**src/rtl/fast_square_bb_core.sv**
```systemverilog
// fast_square_bb_core
// Integrate-and-dump for the fast-square anchor receive path. Complex 16-bit
// ADC samples are summed into saturating accumulators while `record` is high.
// Each `freq_step` dumps a 16-bit slice of the sum as one I/Q result with a
// one-cycle strobe, clears the sum and advances the anchor slot counter.
//
// Ports:
//   clock            system clock, all registers rise on posedge
//   reset            async active-high clear (controller rx_reset)
//   ext_reset        async active-high clear, same effect as reset
//   freq_step        single-cycle dump/advance request
//   record           level, accumulate samples while high
//   i_in, q_in       signed 16-bit samples, one per clock
//   data_out_strobe  one-cycle pulse when i_out/q_out carry a new result
//   i_out, q_out     signed 16-bit result, held between strobes
//   mod_counter      current anchor slot, 0..NUM_SLOTS-1
module fast_square_bb_core #(
  parameter int NUM_SLOTS = 5,
  parameter int ACC_WIDTH = 32,
  parameter int OUT_SHIFT = 16
) (
  input  logic               clock,
  input  logic               reset,
  input  logic               ext_reset,
  input  logic               freq_step,
  input  logic               record,
  input  logic signed [15:0] i_in,
  input  logic signed [15:0] q_in,
  output logic               data_out_strobe,
  output logic signed [15:0] i_out,
  output logic signed [15:0] q_out,
  output logic [2:0]         mod_counter
);

  // Both reset sources clear everything, so they share one async net.
  logic rst;
  assign rst = reset | ext_reset;

  // Widen a sample to the guard-bit sum width, preserving sign.
  function automatic logic signed [ACC_WIDTH:0] sext_sample(
    input logic signed [15:0] x
  );
    return (ACC_WIDTH+1)'(x);
  endfunction

  // Clamp a one-bit-wider sum back into the accumulator range. Overflow is
  // visible as disagreement between the guard bit and the accumulator MSB;
  // the guard bit then carries the true sign of the result.
  function automatic logic signed [ACC_WIDTH-1:0] sat_acc(
    input logic signed [ACC_WIDTH:0] s
  );
    logic signed [ACC_WIDTH-1:0] r;
    if (s[ACC_WIDTH] != s[ACC_WIDTH-1]) begin
      r = s[ACC_WIDTH] ? {1'b1, {(ACC_WIDTH-1){1'b0}}}
                       : {1'b0, {(ACC_WIDTH-1){1'b1}}};
    end else begin
      r = s[ACC_WIDTH-1:0];
    end
    return r;
  endfunction

  // Wrapping slot increment.
  function automatic logic [2:0] next_slot(input logic [2:0] cur);
    return (cur == 3'(NUM_SLOTS-1)) ? 3'd0 : cur + 3'd1;
  endfunction

  // ---------------- stage 1: input capture ----------------
  logic signed [15:0] x_i_p1, x_q_p1;
  logic               rec_p1, step_p1;

  always_ff @(posedge clock or posedge rst) begin
    if (rst) begin
      x_i_p1  <= '0;
      x_q_p1  <= '0;
      rec_p1  <= 1'b0;
      step_p1 <= 1'b0;
    end else begin
      x_i_p1  <= i_in;
      x_q_p1  <= q_in;
      rec_p1  <= record;
      step_p1 <= freq_step;
    end
  end

  // ---------------- stage 2: accumulate / dump ----------------
  logic signed [ACC_WIDTH-1:0] acc_i, acc_q;
  logic signed [ACC_WIDTH:0]   sum_i_p2, sum_q_p2;
  logic signed [ACC_WIDTH-1:0] sat_i_p2, sat_q_p2;

  // The sample captured alongside a dump request is folded into the dumped
  // value, so the same expression serves both accumulate and dump.
  always_comb begin
    sum_i_p2 = sext_acc(acc_i) + (rec_p1 ? sext_sample(x_i_p1) : '0);
    sum_q_p2 = sext_acc(acc_q) + (rec_p1 ? sext_sample(x_q_p1) : '0);
    sat_i_p2 = sat_acc(sum_i_p2);
    sat_q_p2 = sat_acc(sum_q_p2);
  end

  function automatic logic signed [ACC_WIDTH:0] sext_acc(
    input logic signed [ACC_WIDTH-1:0] a
  );
    return {a[ACC_WIDTH-1], a};
  endfunction

  always_ff @(posedge clock or posedge rst) begin
    if (rst) begin
      acc_i           <= '0;
      acc_q           <= '0;
      i_out           <= '0;
      q_out           <= '0;
      data_out_strobe <= 1'b0;
      mod_counter     <= '0;
    end else if (step_p1) begin
      acc_i           <= '0;
      acc_q           <= '0;
      // Plain truncation of the selected slice; no rounding.
      i_out           <= sat_i_p2[OUT_SHIFT+15:OUT_SHIFT];
      q_out           <= sat_q_p2[OUT_SHIFT+15:OUT_SHIFT];
      data_out_strobe <= 1'b1;
      mod_counter     <= next_slot(mod_counter);
    end else begin
      data_out_strobe <= 1'b0;
      if (rec_p1) begin
        acc_i <= sat_i_p2;
        acc_q <= sat_q_p2;
      end
    end
  end

endmodule

```
**config.mk**
```make
export PLATFORM = sky130hd
export DESIGN_NAME = fast_square_bb_core
export DESIGN_NICKNAME = d
export VERILOG_FILES = /design/src/rtl/fast_square_bb_core.sv
export SDC_FILE = /design/constraint.sdc
export NUM_CORES = 1
export LEC_CHECK = 0
export CAP_MARGIN = 5
export CORE_MARGIN = 3
export CORE_UTILIZATION = 54
export CTS_BUF_LIST = sky130_fd_sc_hd__clkbuf_16
export DETAILED_ROUTE_END_ITERATION = 10
export PLACE_DENSITY = 0.78
export SLEW_MARGIN = 25
export SYNTH_ARGS = -nofsm -noshare
export SYNTH_HDL_FRONTEND = slang
export SYNTH_SLANG_ARGS = --single-unit
```
**constraint.sdc**
```tcl
create_clock -name clock -period 9.5 [get_ports clock]
set_input_delay 1.9 -clock clock [delete_from_list [all_inputs] [get_ports clock]]
set_output_delay 1.9 -clock clock [all_outputs]
set_load 0.02 [all_outputs]
```
# --- After elaboration in Yosys (flattened, before gate mapping) ---
# Cells that the tools add are included.
# W data, S select, Z words.
classes:
  n_addsub: 3
  n_eq_ne: 3
  n_mux: 12
  n_bitwise: 1
  n_reduce_logical: 1
op_table:
  columns: ["cell", "count"]
  rows:
  - ["$mux W32", 8]
  - ["$add A33 B33 Y33", 2]
  - ["$mux W33", 2]
  - ["$add A3 B1 Y3 const B", 1]
  - ["$eq A3 B3 Y1 const B", 1]
  - ["$mux W3", 1]
  - ["$ne A1 B1 Y1", 2]
  - ["$reduce_bool A2 Y1", 1]
  - ["$mux W1", 1]
  - ["$or A1 B1 Y1", 1]
totals:
  register_bits: 134
  out_inout_bits: 36
  word_cells: 30

# --- Longest topological paths before layout ---
# Gate-level depths: netlist (run 1).
logic_depth:
  ltp_word: 6
  depth_mapped: 18

# --- Least setup slack after synthesis (run 1) ---
# OpenSTA, ideal clock, no wires.
synth_timing:
  kind: "register -> register"
  from: "reg rec_p1"
  to: "reg acc_q[2]"
  setup_time_ns: 0.121
  arrival_ns: 3.799
  slack_ns: 5.580
  stages_incl_launch_ff: 18
  cell_sequence: "dfrtp_1 > buf_4 > buf_6 > clkbuf_1 > clkbuf_1 > and2_1 > ha_1 > fa_1 > a211oi_1 > o21ai_2 > o311a_2 > o2111ai_2 > a2111o_1 > nor2b_4 > o32a_1 > buf_4 > nand2_1 > a22o_1"
synth_between:
  elab_chain_cells: 6
synth_rtl:
  columns: ["item", "line_no", "source"]
  rows:
  - ["start: declaration", "69", "logic rec_p1, step_p1;"]
  - ["start signal: assignment", "80", "rec_p1 <= record;"]
  - ["$mux W33", "94", "sum_q_p2 = sext_acc(acc_q) + (rec_p1 ? sext_sample(x_q_p1) : '0);"]
  - ["$add A33 B33 Y33", "94", null]
  - ["$mux W32 / $ne A1 B1 Y1 (equally long branches)", "54, 53", null]
  - ["$mux W32", "53", "if (s[ACC_WIDTH] != s[ACC_WIDTH-1]) begin"]
  - ["$mux W32", "123", "if (rec_p1) begin"]
  - ["$mux W32", "113", "end else if (step_p1) begin"]
  - ["end signal: assignment", "125", "acc_q <= sat_q_p2;"]
  - ["end: declaration", "86", "logic signed [ACC_WIDTH-1:0] acc_i, acc_q;"]
# Parallel ways exist; a longest one is shown, timed or not. The select of a mux whose other input is x is not followed.
# A chain may end at the register's enable or synchronous reset.

# --- Worst setup path after layout (run 1) ---
layout_timing:
  from: "reg rec_p1"
  to: "reg acc_q[16]"
# The elaborated chain is that of the path after synthesis.

==> results of run 1 <==
[final timing paths]
path / end / slack (ns) / cells past startpoint
hold / removal: acc_q[13] / 0.48 / 2
max in group asynchronous: step_p1 / 5.98 / 4
setup / recovery: acc_q[16] / 5.01 / 14
min in group asynchronous: acc_i[10] / 2.06 / 3
hold reg to reg: acc_q[13] / 0.48 / 2
setup reg to reg: acc_q[16] / 5.01 / 14
[area by class of cell]
class                           instances  area (um^2)
Clock buffer                           17        425.4
Clock inverter                         15        180.2
Fill cell                            1385         5812
Inverter                               15        56.30
Multi-Input combinational cell        836         5300
Sequential cell                       134         3356
Tap cell                              216        270.3
Timing Repair Buffer                   79        773.2
[cell families after synthesis]
kind of cell / Yosys count
compound gates: 307
buf+inv: 89
flops: 134
mux: 13
simple gates: 415
fa+ha+maj: 35
xor+xnor: 66
[power by group through the flow]
stage                     combinational (W)  sequential, W  clock [W]
final                              0.000437       0.000691   0.000680
after global routing               0.000486       0.000699   0.000711
after CTS                          0.000438       0.000691   0.000686
after detailed placement           0.000435       0.000699          0
after global placement             0.000425       0.000698          0
after floorplan                    0.000295       0.000700          0
[state kept, by name, indices dropped and copies added, names as in the netlist]
register	cells
mod_counter	3
x_q_p1	16
x_i_p1	16
acc_q	32
q_out	16
step_p1	1
rec_p1	1
data_out_strobe	1
i_out	16
acc_i	32
[metal layers]
layer  part of all wire, %  track usage (%)
met5                     0                0
met2                    48            41.79
met4                   2.8            9.295
met1                    44            32.98
met3                   5.3            5.201
[stage by stage]
step | setup WS [ns] | total power [W] | util (%)
global route | 4.698 | 0.001896 | 64.06
finish | 5.005 | 0.001809 | 64.06
detailed placement | 4.835 | 0.001134 | 60.31
global placement | 4.923 | 0.001124 | 60.31
floorplan | 2.852 | 0.0009951 | -
CTS | 4.766 | 0.001815 | 64.06
[layout by cell type (no fill, tap or decap), types with 4 or more instances in the layout]
master / synthesis / layout
or2_2: 4 / 4
a211oi_1: 27 / 27
buf_4: 7 / 7
dfrtp_1: 134 / 132
a22o_1: 12 / 12
o211ai_1: 11 / 11
and3_1: 14 / 14
o21ai_0: 57 / 57
nand2_1: 104 / 104
nor2_1: 123 / 121
clkinv_4: 0 / 4
xnor2_1: 39 / 39
xor2_1: 27 / 27
a21oi_1: 96 / 96
ha_1: 32 / 32
a21o_1: 13 / 13
o21a_1: 6 / 5
o22ai_1: 6 / 6
or3_1: 18 / 18
inv_1: 15 / 15
clkbuf_16: 0 / 17
a31oi_1: 8 / 8
nor4_1: 6 / 6
and2_1: 43 / 43
nand4_1: 12 / 12
o21ai_1: 8 / 8
mux2i_1: 11 / 11
clkdlybuf4s50_1: 0 / 72
o31ai_1: 7 / 7
nor3_1: 30 / 30
nand3_1: 30 / 30
[worst max-delay path: stages, from the launching register on]
cell and delay (ns):
dfrtp_2 0.34, buf_4 0.67, and2_1 0.24, ha_1 0.18, fa_1 0.24, a211oi_1 0.10, o21ai_2 0.23, o311a_2 0.24
o2111ai_2 0.19, a2111o_1 0.49, nor2b_4 0.17, o32ai_2 0.54, buf_4 0.32, o31ai_2 0.13, a211oi_1 0.27
==> impl_metrics.env, run 1 <==
export IMPL_status="finished, final reports clean"
export IMPL_fin_area_um2=10360
export IMPL_synth_area_mux_share_pct=1.465
export IMPL_cts_tree="yes"
export IMPL_nNetsFinal=1154
export IMPL_p_clk_share_pct=37.6
export IMPL_finalHoldViolCount=0
export IMPL_irDropWorstVdd_v=0.0001421
export IMPL_dr_first_iter_drc_count=901
export IMPL_sw_frac_of_total_pct=32.01
export IMPL_synth_edff_count=0
export IMPL_synth_compound_area_share_pct=23.09
export IMPL_via_count=8039
export IMPL_rows=46
export IMPL_antenna_left=0
export IMPL_tns_ns=0
export IMPL_worstPathArrival_ns=4.83
export IMPL_yosysTopAreaCell="dfrtp_1"
export IMPL_holdBufCountCts=0
export IMPL_syn_area_um2=9054
export IMPL_min_path_type="reg2reg"
export IMPL_drv_slew=0
export IMPL_p_per_area_nw_per_um2=174.6
export IMPL_synth_most_common_cell="dfrtp_1"
export IMPL_yosysSeqAreaShare_pct=37.04
export IMPL_skew_ns=0.01037
export IMPL_synth_top_family_by_area="compound AO/OA/AOI/OAI gates"
export IMPL_synth_async_reset_ratio_pct=100.0
export IMPL_startpoint="rec_p1"
export IMPL_die_y_um=135.5
export IMPL_setup_violations=0
export IMPL_post_cts_setup_buffer_count=0
export IMPL_insertion_delay_ns=0.43
export IMPL_overflow=0
export IMPL_yosys_top_cells_area="dfrtp_1 37%, a21oi_1 5.3%, nor2_1 5.1%"
export IMPL_place_hpwl_mm=15.36
export IMPL_synth_adder_area_share_pct=4.975
export IMPL_port_buffers=72
export IMPL_antenna_found_initial=0
export IMPL_rsz0062_at_grt="false"
export IMPL_pin_count=73
export IMPL_synth_common_cells="134 x dfrtp_1, 123 x nor2_1, 104 x nand2_1"
export IMPL_cts_max_level=4
export IMPL_dr_pass1_iters=5
export IMPL_yosysUniqueCellTypes=91
export IMPL_combinationalPowerShare_pct=24.2
export IMPL_cts_resized_gates=0
export IMPL_synthFlopType="dfrtp_1"
export IMPL_routedWlPerCell_um=17.28
export IMPL_tightest_slew_ns=0.9213
export IMPL_design_die_area_um2=18360
export IMPL_layout_drive_gt1_share_pct=7.026
export IMPL_clockBufferDepth=2
export IMPL_synth_cells=1059
export IMPL_critical_path_class="reg2reg"
export IMPL_finalCriticalPeriod_ns=4.495
export IMPL_synth_simple_area_share_pct=22.50
export IMPL_clk_pin_slew_ns=0.06
export IMPL_avgSynthCellArea_um2=8.549
export IMPL_slew_headroom_pct=38.58
export IMPL_grt_pass1_wl_mm=37.76
export IMPL_p_int_w=0.001230
export IMPL_core_area_um2=16170
export IMPL_end_kind="register"
export IMPL_fin_crit_sh_pct=47.31
export IMPL_synth_top_cell_area_share_pct=37.04
export IMPL_p_sw_w=0.0005790
export IMPL_numCtsBuffers=17
export IMPL_place_congestion=0.9571
export IMPL_dp_cells=1280
export IMPL_ys_ff_latch=134
export IMPL_p_leak_nw=4.438
export IMPL_initial_core_util_pct=55.98
export IMPL_grt_max_degree=94
export IMPL_hp_start="acc_q[13]"
export IMPL_pwr_share_seq_pct=38.2
export IMPL_hold_ws_ns=0.4802
export IMPL_n_antenna_cell=0
export IMPL_die_w_um=135.5
export IMPL_drc=0
export IMPL_yosys_area_share_xor_xnor_pct=6.385
export IMPL_startpoint_type="register"
export IMPL_dpl_cell_area_um2=9754
export IMPL_syn_num_nets=1130
export IMPL_vias_per_cell=6.127
export IMPL_wl_mm=22.67
export IMPL_cts_root_buf="clkbuf_16"
export IMPL_track_usage_pct=25.29
export IMPL_r2r_start="rec_p1"
export IMPL_yosys_warnings=0
export IMPL_fmax_mhz=222.5
export IMPL_area_delta_synth_final_pct=14.44
export IMPL_final_cells=1312
export IMPL_worst_path_max_fanout=89
export IMPL_worstPathRequired_ns=9.83
export IMPL_cap_violations=0
export IMPL_clock_sinks=134
export IMPL_grt_pass1_vias=7669
Note: power is estimated with default switching activity, not from simulation.
==> run 2, diff against run 1 <==
==> constraint.sdc (replaced) <==
create_clock -name clock -period 3.9 [get_ports clock]
set_input_delay 0.78 -clock clock [delete_from_list [all_inputs] [get_ports clock]]
set_output_delay 0.78 -clock clock [all_outputs]
set_load 0.02 [all_outputs]
==> impl_metrics.env, run 2 (synthesis gave the netlist of run 1 again) <==
export IMPL_antenna_found_initial=0
export IMPL_startpoint="rec_p1"
export IMPL_worstPathRequired_ns=4.18
export IMPL_tns_ns=0
export IMPL_startpoint_type="register"
export IMPL_port_buffers=72
export IMPL_critical_path_class="reg2reg"
export IMPL_grt_max_degree=135
export IMPL_min_path_type="reg2reg"
export IMPL_irDropWorstVdd_v=0.0003490
export IMPL_grt_met1_usage_pct=34.60
export IMPL_die_y_um=135.5
export IMPL_place_congestion=0.9804
export IMPL_dr_first_iter_drc_count=761
export IMPL_nNetsFinal=1198
export IMPL_fillerInstances=1311
export IMPL_n_antenna_cell=0
export IMPL_rows=46
export IMPL_r2r_cells=12
export IMPL_grt_pass1_wl_mm=39.77
export IMPL_cts_max_level=4
export IMPL_drc=0
export IMPL_worst_path_max_fanout=25
export IMPL_fin_crit_sh_pct=94.77
export IMPL_grt_pass1_vias=7910
export IMPL_area_delta_synth_final_pct=18.75
export IMPL_overflow=0
export IMPL_slew_headroom_pct=52.59
export IMPL_mostFrequentLayoutCells="132 x dfrtp_1, 121 x nor2_1, 104 x nand2_1, 96 x a21oi_1, 72 x clkdlybuf4s50_1"
export IMPL_rrSetupSlack_ns=0.20
export IMPL_wl_mm=24.12
export IMPL_track_usage_pct=26.83
export IMPL_via_count=8276
export IMPL_antenna_left=0
export IMPL_pin_count=73
export IMPL_p_int_w=0.003018
export IMPL_setup_violations=0
export IMPL_design_die_area_um2=18360
export IMPL_die_w_um=135.5
export IMPL_routedWlPerCell_um=17.79
export IMPL_skew_ns=0.008059
export IMPL_reg2reg_to="acc_i[15]"
export IMPL_grt_util_met2_pct=44.97
export IMPL_end_kind="register"
export IMPL_rsz0062_at_grt="false"
export IMPL_cap_violations=0
export IMPL_tightest_slew_ns=0.7111
export IMPL_worstPathArrival_ns=3.98
export IMPL_r2r_start="rec_p1"
export IMPL_insertion_delay_ns=0.43
export IMPL_cts_root_buf="clkbuf_16"
export IMPL_hp_start="acc_i[5]"
export IMPL_sw_frac_of_total_pct=32.09
export IMPL_layout_commonest_cell="dfrtp_1"
export IMPL_dr_pass1_iters=5
export IMPL_reg_top3="acc_i x32, acc_q x32"
export IMPL_numCtsBuffers=17
export IMPL_initial_core_util_pct=55.98
export IMPL_place_hpwl_mm=16.48
export IMPL_core_area_um2=16170
export IMPL_clk_pin_slew_ns=0.06
export IMPL_p_leak_nw=4.651
export IMPL_finalCriticalPeriod_ns=3.696
export IMPL_vias_per_cell=6.103
export IMPL_cts_tree="yes"
export IMPL_power_total_w=0.004444
export IMPL_pwr_share_seq_pct=38.0
export IMPL_p_clk_share_pct=36.8
export IMPL_clock_sinks=134
export IMPL_drv_slew=0
export IMPL_layout_drive_gt1_share_pct=10.26
export IMPL_clockBufferDepth=2
export IMPL_grt_busiest_layer="met2"
export IMPL_combinationalPowerShare_pct=25.1
export IMPL_whs_path_depth=2
export IMPL_p_per_area_nw_per_um2=413.4
export IMPL_fmax_mhz=270.6
export IMPL_holdBufCountCts=0
export IMPL_p_sw_w=0.001426
export IMPL_min_to="acc_i[5]"
export IMPL_status="finished, final reports clean"
export IMPL_grtUsageMet3_pct=5.052
export IMPL_finalHoldViolCount=0
[run 2: routing by layer]
metal | vias to the layer above | share of wire (%) | wire (um)
met2 | 287 | 49 | 11700
met4 | 0 | 3.4 | 814
li1 | 3957 | - | -
met5 | - | 0 | 0
met3 | 79 | 5.3 | 1285
met1 | 3953 | 43 | 10320
[run 2: worst max path at each step]
stage	end	slack [ns]	depth (start not counted)
4_1_cts	acc_q[18]	0.09	13
3_5_place_dp	acc_q[18]	0.10	13
2_1_floorplan	acc_q[4]	0.008	17
6_report	acc_i[15]	0.20	12
3_3_place_gp	acc_q[23]	0.23	13
5_1_grt	acc_i[10]	0.01	13
[run 2: what timing repair did]
item / in CTS / in global routing
setup buffers: 0 / 3
endpoints found under the hold margin: 0 / 0
endpoints found under the setup margin: 0 / 10
gates resized for setup: 0 / 4
[run 2: layout make-up]
cell class | count | area, um^2 | share of cell area [%]
clock buffers | 17 | 425.4 | 3.957
well taps | 216 | 270.3 | 2.514
repair buffers | 123 | 1157 | 10.76
clock inverters | 15 | 161.4 | 1.501
multi-input cells | 836 | 5325 | 49.53
inverters | 15 | 56.30 | 0.5237
flip-flops and latches | 134 | 3356 | 31.21
[run 2: worst max-delay path, cell delays in order (launching register included)]
cell,delay (ns)
dfrtp_2,0.49
buf_12,0.19
and2_1,0.14
ha_1,0.37
a21oi_1,0.29
o21ai_0,0.14
a21oi_1,0.43
a2111oi_4,0.17
a21oi_1,0.37
mux2_2,0.51
a21oi_1,0.18
a2bb2oi_1,0.21
nor2_1,0.07
[run 2: power groups by stage]
stage               Sequential [W]  Clock [W]  Combinational [W]
finish                     0.00169    0.00164            0.00112
global route               0.00171    0.00172            0.00123
CTS                        0.00169    0.00165            0.00111
detailed placement         0.00171          0            0.00110
global placement           0.00171          0            0.00108
floorplan                  0.00171          0           0.000720
[run 2: stage by stage]
stage	util, %	hold WS (ns)	instances	worst slack [ns]	area [um^2]
final	66.48	0.4892	1356	0.2040	10750
after global routing	66.48	0.5196	1356	0.01162	10750
after CTS	66.22	0.4910	1353	0.09204	10710
after detailed placement	62.59	0.4774	1321	0.1031	10120
after global placement	62.59	0.4707	1321	0.2268	10120
after floorplan	-	0.3727	1059	0.008093	9072
==> run 3, diff against run 2 <==
--- a/config.mk
+++ b/config.mk
@@ -5,12 +5,13 @@
 export SDC_FILE = /design/constraint.sdc
 export NUM_CORES = 1
 export LEC_CHECK = 0
+export ABC_AREA = 1
 export CAP_MARGIN = 5
 export CORE_MARGIN = 3
 export CORE_UTILIZATION = 54
 export CTS_BUF_LIST = sky130_fd_sc_hd__clkbuf_16
 export DETAILED_ROUTE_END_ITERATION = 10
-export PLACE_DENSITY = 0.78
+export PLACE_DENSITY = 0.77
 export SLEW_MARGIN = 25
 export SYNTH_ARGS = -nofsm -noshare
 export SYNTH_HDL_FRONTEND = slang
==> impl_metrics.env, run 3 <==
export IMPL_status="finished, final reports clean"
export IMPL_grt_pass1_wl_mm=43.15
export IMPL_vias_per_cell=5.236
export IMPL_min_path_type="reg2reg"
export IMPL_synth_cells=1450
export IMPL_worstPathArrival_ns=3.59
export IMPL_initial_core_util_pct=56.09
export IMPL_clk_pin_slew_ns=0.06
export IMPL_pin_count=73
export IMPL_worstPathRequired_ns=4.21
export IMPL_crit_top_cell="nand2_1"
export IMPL_synth_most_common_cell="nand2_1"
export IMPL_place_congestion=0.9548
export IMPL_insertion_delay_ns=0.43
export IMPL_drc=0
export IMPL_tns_ns=0
export IMPL_die_y_um=141.0
export IMPL_fmax_mhz=304.9
export IMPL_die_w_um=141.0
export IMPL_fin_crit_sh_pct=84.10
export IMPL_grt_max_degree=64
export IMPL_critical_path_class="reg2reg"
export IMPL_yosysUniqueCellTypes=43
export IMPL_cts_root_buf="clkbuf_16"
export IMPL_place_hpwl_mm=19.29
export IMPL_nNetsFinal=1583
export IMPL_slew_headroom_pct=50.41
export IMPL_port_buffers=72
export IMPL_irDropWorstVdd_v=0.0003239
export IMPL_startpoint="rec_p1"
export IMPL_reg_top3="acc_i x32, acc_q x32"
export IMPL_tightest_slew_ns=0.7438
export IMPL_overflow=0
export IMPL_design_die_area_um2=19870
export IMPL_track_usage_pct=26.69
export IMPL_numCtsBuffers=17
export IMPL_avgSynthCellArea_um2=6.783
export IMPL_synth_adder_area_share_pct=4.478
export IMPL_max_stage_delay_ns=0.72
export IMPL_n_antenna_cell=0
export IMPL_worstPathCellList="buf_12 > nand2_1 > inv_1 > ha_1 > a21oi_1 > and2_1 > nor2_1 > nor2_1 > nand2_1 > nand2_1 > nand3_1 > nand2_1 > nand2_4 > nand2_4 > inv_2 > o21ai_1 > nand2_1"
export IMPL_yosys_warnings=0
export IMPL_mostFrequentLayoutCells="616 x nand2_1, 169 x inv_1, 133 x dfrtp_1, 85 x nand3_1, 84 x nor2_1"
export IMPL_crit_cells=17
export IMPL_rows=48
export IMPL_p_leak_nw=6.402
export IMPL_p_per_area_nw_per_um2=505.2
export IMPL_holdBufCountCts=0
export IMPL_synth_edff_count=0
export IMPL_critPathSlowestCell="dfrtp_2"
export IMPL_yosys_area_share_xor_xnor_pct=4.096
export IMPL_via_count=9157
export IMPL_rrSetupSlack_ns=0.62
export IMPL_reg2reg_to="acc_i[15]"
export IMPL_synth_common_cells="616 x nand2_1, 168 x inv_1, 134 x dfrtp_1"
export IMPL_synth_top_cell_area_share_pct=34.09
export IMPL_syn_area_um2=9836
export IMPL_drv_slew=0
export IMPL_crit_end="acc_i[15]"
export IMPL_path_buf_inv=3
export IMPL_dr_pass1_iters=5
export IMPL_layout_commonest_cell="nand2_1"
export IMPL_cap_violations=0
export IMPL_fin_area_um2=11250
export IMPL_dr_first_iter_drc_count=618
export IMPL_syn_num_nets=1521
export IMPL_clockBufferDepth=2
export IMPL_worst_path_max_fanout=30
export IMPL_yosysTopAreaCell="dfrtp_1"
export IMPL_core_area_um2=17540
export IMPL_grt_met1_usage_pct=34.37
export IMPL_finalHoldViolCount=0
export IMPL_dpl_cell_area_um2=10670
export IMPL_grt_pass1_vias=8872
export IMPL_layout_drive_gt1_share_pct=9.514
export IMPL_skew_ns=0.01098
export IMPL_area_delta_synth_final_pct=14.39
export IMPL_synth_area_mux_share_pct=0
export IMPL_synth_top_family_by_area="simple AND/OR/NAND/NOR gates"
export IMPL_clock_sinks=134
export IMPL_wl_mm=25.81
export IMPL_antenna_found_initial=0
export IMPL_post_cts_setup_buffer_count=0
export IMPL_crit_family="simple AND/OR/NAND/NOR gates"
export IMPL_setup_violations=0
export IMPL_r2r_start="rec_p1"
export IMPL_ys_ff_latch=134
export IMPL_cts_tree="yes"
export IMPL_grtUsageMet3_pct=4.715
export IMPL_routedWlPerCell_um=14.76
export IMPL_synth_async_reset_ratio_pct=100.0
export IMPL_synthFlopType="dfrtp_1"
export IMPL_cts_resized_gates=0
export IMPL_grt_busiest_layer="met2"
export IMPL_rsz0062_at_grt="false"
export IMPL_synth_compound_area_share_pct=9.235
export IMPL_r2r_cells=17
export IMPL_antenna_left=0
export IMPL_yosys_top_cells_area="dfrtp_1 34%, nand2_1 24%, inv_1 6.4%"
export IMPL_synth_simple_area_share_pct=38.04
export IMPL_startpoint_type="register"
export IMPL_grt_util_met2_pct=45.77
export IMPL_cts_max_level=4
export IMPL_yosysSeqAreaShare_pct=34.09
export IMPL_finalCriticalPeriod_ns=3.280
export IMPL_end_kind="register"
run 3: final cells by class:
class | instances | area (um^2)
multi-input cells | 1096 | 5510
fillers | 1630 | 6286
clock buffers | 17 | 425.4
inverters | 180 | 678.2
flip-flops and latches | 134 | 3354
well taps | 225 | 281.5
clock inverters | 14 | 160.2
repair buffers | 83 | 840.8
run 3: worst min path at each step:
stage	start	end	slack, ns	depth (start not counted)
2_1_floorplan	step_p1	data_out_strobe	0.39	0
3_3_place_gp	i_out[6]	i_out[6]	0.46	2
3_5_place_dp	i_out[5]	i_out[5]	0.46	2
4_1_cts	i_out[5]	i_out[5]	0.48	2
5_1_grt	i_out[8]	i_out[8]	0.51	2
6_report	i_out[5]	i_out[5]	0.47	2
run 3: where the power goes:
| part | total, W | switching (W) | internal, W |
|---|---|---|---|
| clock network | 0.00163 | 0.000637 | 0.000996 |
| registers | 0.00186 | 0.000204 | 0.00166 |
| logic | 0.00219 | 0.00139 | 0.000800 |
| total | 0.00568 | 0.00223 | 0.00346 |
run 3: cells by family (layout without fill, tap and decap cells):
family | count (synthesis) | in the layout
AND/OR/NAND/NOR | 876 | 876
buffers and inverters | 220 | 294
AO/OA/AOI/OAI | 140 | 140
flip-flops | 134 | 134
XOR/XNOR | 46 | 46
adder cells (fa/ha/maj) | 34 | 34
run 3: stage by stage:
stage | utilization, % | setup slack (ns) | total power [W] | hold WS (ns) | std cells
6_report | 64.16 | 0.6201 | 0.005684 | 0.4738 | 1749
5_1_grt | 64.16 | 0.3194 | 0.006049 | 0.5107 | 1749
4_1_cts | 64.16 | 0.6370 | 0.005706 | 0.4808 | 1749
3_5_place_dp | 60.82 | 0.6912 | 0.004054 | 0.4644 | 1718
3_3_place_gp | 60.82 | 0.7700 | 0.004028 | 0.4618 | 1718
2_1_floorplan | - | 0.5277 | 0.003411 | 0.3935 | 1450
run 3: routing by layer:
metal  wire length [um]  up-vias
met3               1103       54
li1                   -     4647
met1              11320     4247
met4                606        0
met5                  0        -
met2              12780      209
run 3: worst register-to-register path, cell delays in order, from the launching register on:
cell,delay [ns]
dfrtp_2,0.72
buf_12,0.29
nand2_1,0.08
inv_1,0.06
ha_1,0.26
a21oi_1,0.22
and2_1,0.19
nor2_1,0.06
nor2_1,0.09
nand2_1,0.14
nand2_1,0.11
nand3_1,0.06
nand2_1,0.10
nand2_4,0.10
nand2_4,0.24
inv_2,0.21
o21ai_1,0.19
nand2_1,0.07
